## src/rtl/object_centroid.sv

```systemverilog
// Post-frame centroid stage: scans labels 1..num_labels-1 of the feature table and streams one
// {id, x, y, area} record per surviving object. Define CENTROID_ROUND_EN for round-half-up centroids.
module object_centroid #(
  parameter int WORD_SIZE = 8,
  parameter int OBJ_WIDTH = 128,
  parameter int ACC_WIDTH = 64,
  parameter int MIN_AREA  = 1
) (
  input  logic                   clk,
  input  logic                   reset,
  input  logic                   start,
  input  logic [WORD_SIZE-1:0]   num_labels,
  output logic [WORD_SIZE-1:0]   tbl_rd_addr,
  input  logic [3*OBJ_WIDTH-1:0] tbl_rd_data,
  output logic                   obj_valid,
  input  logic                   obj_ready,
  output logic [WORD_SIZE-1:0]   obj_id,
  output logic [31:0]            obj_x,
  output logic [31:0]            obj_y,
  output logic [31:0]            obj_area,
  output logic                   busy,
  output logic                   done,
  output logic [2:0]             dbg_state
);

  // Handshake: obj_valid rises in OUT with id/x/y/area stable and stays high until obj_ready is
  // seen high on a rising edge; that edge transfers the record and obj_valid drops the next cycle.

  typedef enum logic [2:0] {
    S_IDLE, S_READ, S_WAIT, S_CHECK, S_PRE, S_DIV, S_OUT, S_FIN
  } state_t;

  localparam int CW = $clog2(ACC_WIDTH);
  localparam logic [ACC_WIDTH-1:0] MIN_P = ACC_WIDTH'(MIN_AREA);

  state_t                 state_q, state_d;
  logic [WORD_SIZE-1:0]   lim_q, lim_d;
  logic [WORD_SIZE-1:0]   label_q, label_d;
  logic                   busy_q, busy_d;
  logic                   done_q, done_d;
  logic [ACC_WIDTH-1:0]   p_q, p_d;
  logic [ACC_WIDTH-1:0]   x_quo_q, x_quo_d, y_quo_q, y_quo_d;
  logic [ACC_WIDTH-1:0]   x_rem_q, x_rem_d, y_rem_q, y_rem_d;
  logic [CW-1:0]          cnt_q, cnt_d;
  logic [WORD_SIZE-1:0]   obj_id_q, obj_id_d;
  logic [31:0]            obj_x_q, obj_x_d, obj_y_q, obj_y_d, obj_area_q, obj_area_d;

  logic [ACC_WIDTH-1:0]   rd_p, rd_x, rd_y;
  logic                   unused_rd;
  logic [2*ACC_WIDTH-1:0] x_step, y_step;
  logic                   last_label;

  // One restoring-division step: returns {remainder, quotient/dividend shift register}.
  function automatic logic [2*ACC_WIDTH-1:0] div_step(input logic [ACC_WIDTH-1:0] rem,
                                                      input logic [ACC_WIDTH-1:0] quo,
                                                      input logic [ACC_WIDTH-1:0] dvs);
    logic [ACC_WIDTH:0] sh;
    logic               qb;
    sh = {rem, quo[ACC_WIDTH-1]};
    qb = (sh >= {1'b0, dvs});
    if (qb) sh = sh - {1'b0, dvs};
    return {sh[ACC_WIDTH-1:0], quo[ACC_WIDTH-2:0], qb};
  endfunction

  function automatic logic [31:0] sat32(input logic [ACC_WIDTH-1:0] v);
    return (|v[ACC_WIDTH-1:32]) ? 32'hFFFF_FFFF : v[31:0];
  endfunction

  assign rd_p      = tbl_rd_data[0 +: ACC_WIDTH];
  assign rd_x      = tbl_rd_data[OBJ_WIDTH +: ACC_WIDTH];
  assign rd_y      = tbl_rd_data[2*OBJ_WIDTH +: ACC_WIDTH];
  assign unused_rd = ^tbl_rd_data;

  assign x_step     = div_step(x_rem_q, x_quo_q, p_q);
  assign y_step     = div_step(y_rem_q, y_quo_q, p_q);
  assign last_label = (label_q == '1) || ((label_q + WORD_SIZE'(1)) == lim_q);

  always_comb begin
    state_d    = state_q;
    lim_d      = lim_q;
    label_d    = label_q;
    busy_d     = busy_q & ~done_q;
    done_d     = 1'b0;
    p_d        = p_q;
    x_quo_d    = x_quo_q;
    y_quo_d    = y_quo_q;
    x_rem_d    = x_rem_q;
    y_rem_d    = y_rem_q;
    cnt_d      = cnt_q;
    obj_id_d   = obj_id_q;
    obj_x_d    = obj_x_q;
    obj_y_d    = obj_y_q;
    obj_area_d = obj_area_q;
    case (state_q)
      S_IDLE: begin
        // busy_q is still high during the done cycle, so a start coincident with done is dropped.
        if (start && !busy_q) begin
          lim_d   = num_labels;
          label_d = WORD_SIZE'(1);
          busy_d  = 1'b1;
          state_d = (num_labels <= WORD_SIZE'(1)) ? S_FIN : S_READ;
        end
      end
      S_READ: state_d = S_WAIT;
      S_WAIT: state_d = S_CHECK;
      S_CHECK: begin
        if (rd_p == '0 || rd_p < MIN_P) begin
          if (label_q != '1) label_d = label_q + WORD_SIZE'(1);
          state_d = last_label ? S_FIN : S_READ;
        end else begin
          p_d        = rd_p;
          x_quo_d    = rd_x;
          y_quo_d    = rd_y;
          x_rem_d    = '0;
          y_rem_d    = '0;
          cnt_d      = '0;
          obj_id_d   = label_q;
          obj_area_d = sat32(rd_p);
`ifdef CENTROID_ROUND_EN
          state_d    = S_PRE;
`else
          state_d    = S_DIV;
`endif
        end
      end
      S_PRE: begin
        x_quo_d = x_quo_q + (p_q >> 1);
        y_quo_d = y_quo_q + (p_q >> 1);
        state_d = S_DIV;
      end
      S_DIV: begin
        {x_rem_d, x_quo_d} = x_step;
        {y_rem_d, y_quo_d} = y_step;
        cnt_d = cnt_q + CW'(1);
        if (cnt_q == CW'(ACC_WIDTH-1)) begin
          obj_x_d = sat32(x_step[ACC_WIDTH-1:0]);
          obj_y_d = sat32(y_step[ACC_WIDTH-1:0]);
          state_d = S_OUT;
        end
      end
      S_OUT: begin
        if (obj_ready) begin
          if (label_q != '1) label_d = label_q + WORD_SIZE'(1);
          state_d = last_label ? S_FIN : S_READ;
        end
      end
      S_FIN: begin
        done_d  = 1'b1;
        state_d = S_IDLE;
      end
      default: state_d = S_IDLE;
    endcase
  end

  always_ff @(posedge clk or posedge reset) begin
    if (reset) begin
      state_q    <= S_IDLE;
      lim_q      <= '0;
      label_q    <= WORD_SIZE'(1);
      busy_q     <= 1'b0;
      done_q     <= 1'b0;
      p_q        <= '0;
      x_quo_q    <= '0;
      y_quo_q    <= '0;
      x_rem_q    <= '0;
      y_rem_q    <= '0;
      cnt_q      <= '0;
      obj_id_q   <= '0;
      obj_x_q    <= '0;
      obj_y_q    <= '0;
      obj_area_q <= '0;
    end else begin
      state_q    <= state_d;
      lim_q      <= lim_d;
      label_q    <= label_d;
      busy_q     <= busy_d;
      done_q     <= done_d;
      p_q        <= p_d;
      x_quo_q    <= x_quo_d;
      y_quo_q    <= y_quo_d;
      x_rem_q    <= x_rem_d;
      y_rem_q    <= y_rem_d;
      cnt_q      <= cnt_d;
      obj_id_q   <= obj_id_d;
      obj_x_q    <= obj_x_d;
      obj_y_q    <= obj_y_d;
      obj_area_q <= obj_area_d;
    end
  end

  assign tbl_rd_addr = (state_q inside {S_READ, S_WAIT, S_CHECK}) ? label_q : '0;
  assign obj_valid   = (state_q == S_OUT);
  assign obj_id      = obj_id_q;
  assign obj_x       = obj_x_q;
  assign obj_y       = obj_y_q;
  assign obj_area    = obj_area_q;
  assign busy        = busy_q;
  assign done        = done_q;
  assign dbg_state   = state_q;

endmodule
```

## config.mk

```make
export PLATFORM = sky130hd
export DESIGN_NAME = object_centroid
export DESIGN_NICKNAME = d
export VERILOG_FILES = /design/src/rtl/object_centroid.sv
export SDC_FILE = /design/constraint.sdc
export NUM_CORES = 2
export LEC_CHECK = 0
export BUFFER_PORTS_ARGS = -buffer_cell sky130_fd_sc_hd__buf_2
export CAP_MARGIN = 20
export CORE_MARGIN = 2
export CORE_UTILIZATION = 55
export CTS_CLUSTER_SIZE = 16
export DETAILED_ROUTE_END_ITERATION = 8
export PLACE_DENSITY = 0.77
export SKIP_CTS_REPAIR_TIMING = 1
export SYNTH_ARGS = -nofsm -noshare
export SYNTH_HDL_FRONTEND = slang
export SYNTH_SLANG_ARGS = --single-unit
export TNS_END_PERCENT = 5
```

## constraint.sdc

```tcl
create_clock -name clk -period 42.8 [get_ports clk]
set_input_delay 8.56 -clock clk [delete_from_list [all_inputs] [get_ports clk]]
set_output_delay 8.56 -clock clk [all_outputs]
set_load 0.01 [all_outputs]
```

==> results.sh <==
export IMPL_route_detailed_drc=0
export IMPL_drv_cap=0
export IMPL_die_area_um2=65300
export IMPL_ios=514
export IMPL_syn_area_um2=34800
export IMPL_post_drt_wl_per_cell_um=21.3
export IMPL_finClkSkew_ps=33.5
export IMPL_power_density_nw_per_um2=105
export IMPL_via_count=34300
export IMPL_htreeDepth=2
export IMPL_wl_um=114000
export IMPL_port_buffers=321
export IMPL_yosys_area_share_xor_xnor_pct=5.89
export IMPL_p_leak_nw=17.9
export IMPL_synth_async_sr_flop_share_pct=100
export IMPL_num_nets_final=5123
export IMPL_tns_ps=0
export IMPL_met3_length_um=10400
export IMPL_power_mw=4.06
export IMPL_cts_tree="yes"
export IMPL_fin_crit_sh_pct=29.7
export IMPL_grt_overflow=0
export IMPL_core_area_um2=62900
export IMPL_dr_pass1_iters=6
export IMPL_cp_arrival_ps=13240
export IMPL_clk_pin_slew_worst_paths_ps=60
export IMPL_end_kind="register"
export IMPL_hold_viol=0
export IMPL_synthMuxAreaShare_pct=1.30
export IMPL_drv_slew=0
export IMPL_finish_utilization_pct=61.3
export IMPL_insertion_delay_ps=630
export IMPL_antenna_found_initial=9
export IMPL_layout_common_cells="nand2_1 (570), dfrtp_1 (449), a21oi_1 (437), o21ai_0 (396), buf_2 (321)"
export IMPL_wl_met2_um=50100
export IMPL_synth_yosys_seq_area_share_pct=32.4
export IMPL_grt_first_pass_wirelength_um=178000
export IMPL_max_slew_margin_pct=29.8
export IMPL_synth_flop_cell="dfrtp_1"
export IMPL_start_kind="input pin"
export IMPL_vias_per_cell=6.41
export IMPL_yosysWarningCount=0
export IMPL_cts_buffer_depth=3
export IMPL_min_period_ps=12690
export IMPL_synth_simple_area_share_pct=17.9
export IMPL_rows=92
export IMPL_synth_top_family_by_area="compound AO/OA/AOI/OAI gates"
export IMPL_cts_sinks=451
export IMPL_yosys_cell_types_count=88
export IMPL_synthCells=4311
export IMPL_worstMarginPinSlew_ps=1050
export IMPL_synth_avg_cell_area_um2=8.07
export IMPL_rsz0062_at_grt="false"
export IMPL_rrSetupSlack_ps=38040
export IMPL_numCtsBuffers=51
export IMPL_root_buffer="clkbuf_16"
export IMPL_initial_core_util_pct=55.4
export IMPL_synth_compound_area_share_pct=28.6
export IMPL_min_path_type="reg -> reg"
export IMPL_dp_hpwl_um=84900
export IMPL_die_w_um=256
export IMPL_path_class="in -> reg"
export IMPL_fin_worst_hold_slack_ps=462
export IMPL_synth_edf_count=0
export IMPL_routed_top_layer="met5"
export IMPL_dieHeight_um=256
export IMPL_grt_max_degree=129
export IMPL_grt_usage_pct=34.0
export IMPL_place_gp_congestion=0.980
export IMPL_fmax_mhz=78.8
export IMPL_outcome="completed"
export IMPL_ant_nets=0
export IMPL_ys_ff_latch=451
export IMPL_place_inst=5259
export IMPL_syn2layout_area_growth_pct=10.8
export IMPL_finalNonFillerCells=5356
export IMPL_critPathMaxFanout=58
export IMPL_final_common_cell="nand2_1"
export IMPL_grt_pass1_vias=31400
export IMPL_wl_met1_um=49400
export IMPL_synth_nets=4967
export IMPL_drive_above_1_share_pct=10.8
export IMPL_synth_adder_area_share_pct=9.43
export IMPL_initialDrtViolationCount=3464
export IMPL_required_ps=43340
export IMPL_ir_worst_vdd_mv=0.0595
export IMPL_setup_viol=0
-- cell type report --
cell class                 count  area, um2
clock inverter                16        218
timing repair buffer         352       1850
tap                          846       1060
clock buffer                  77       1530
antenna                        3       7.51
fill                        5708      24300
multi-input combinational   3472      22100
inverter                     139        529
sequential                   451      11300
-- power breakdown --
part	switching [mW]	total, mW	leakage (nW)	internal (mW)
registers	0.217	0.813	5.61	0.596
clock network	0.191	0.460	0.833	0.270
logic	1.71	2.78	11.4	1.07
-- state kept, by name, summed over array words and instances (netlist names), 3 cells and up --
register,cells
obj_x,32
y_rem_q,64
obj_y,32
dbg_state,3
obj_id,8
obj_area,32
x_rem_q,64
cnt_q,6
y_quo_q,64
label_q,8
x_quo_q,64
p_q,64
lim_q,8
-- synthesized netlist by cell type, types with 16 or more instances --
master | number | area, um2
o21bai_1 | 60 | 450
a32oi_1 | 21 | 184
o211ai_1 | 28 | 210
a211oi_1 | 47 | 353
nand3_1 | 94 | 470
inv_1 | 138 | 518
or3_1 | 16 | 100
and2_1 | 21 | 131
ha_1 | 256 | 3200
nor2_1 | 284 | 1070
a22oi_1 | 16 | 120
buf_2 | 17 | 85.1
clkbuf_1 | 209 | 785
nor4_1 | 46 | 288
a22o_1 | 21 | 184
and3_1 | 91 | 569
o21a_1 | 32 | 240
o21ai_0 | 396 | 1980
dfrtp_1 | 450 | 11300
mux2i_1 | 34 | 340
o22a_1 | 67 | 587
o31ai_1 | 26 | 195
a21o_1 | 136 | 1020
a31oi_1 | 89 | 557
a21oi_1 | 438 | 2190
nor3_1 | 52 | 260
nor2b_1 | 41 | 257
xor2_1 | 98 | 858
o21ai_1 | 32 | 160
xnor2_1 | 136 | 1190
a221oi_1 | 56 | 490
nand4_1 | 65 | 407
nand2_1 | 572 | 2150
nand2b_1 | 28 | 175
buf_1 | 16 | 60.1
-- path summary, 6_finish.rpt --
check | start | to | depth (start not counted)
worst min register to register | obj_area[23] | obj_area[23] | 2
max in group asynchronous | reset | p_q[36] | 6
worst min-delay path | obj_area[23] | obj_area[23] | 2
min in group asynchronous | reset | obj_y[6] | 2
worst max-delay path | tbl_rd_data[32] | y_rem_q[9] | 10
worst max register to register | p_q[14] | y_rem_q[62] | 13
-- cells by family (layout without fill, tap and decap cells) --
logic type | after synthesis | count (layout)
other cells | 0 | 3
buf+inv | 388 | 584
mux | 44 | 44
compound gates | 1578 | 1578
fa+ha+maj | 260 | 260
xor+xnor | 234 | 234
flops | 451 | 451
simple gates | 1356 | 1356
-- critical path, cell delays in order --
cell and delay, ps:
buf_2 120, nor4_1 670, nand4_1 130, or2_2 570
or4_1 800, and4b_4 440, nor2_4 440, buf_4 510
buf_4 630, a22o_1 250
-- per-stage QoR --
step,cell area [um2],setup WS [ps]
final,38500,30110
after global routing,38500,29900
after CTS,38500,30150
after detailed placement,36800,29510
after global placement,36800,29540
after floorplan,34800,21670
-- per-layer routing --
| layer | GRT usage (%) | up-vias |
|---|---|---|
| met2 | 52.0 | 1534 |
| met4 | 12.2 | 10 |
| li1 | - | 16100 |
| met1 | 48.7 | 16400 |
| met5 | 0 | - |
| met3 | 5.39 | 226 |
Power figures use the tool's default switching activity.
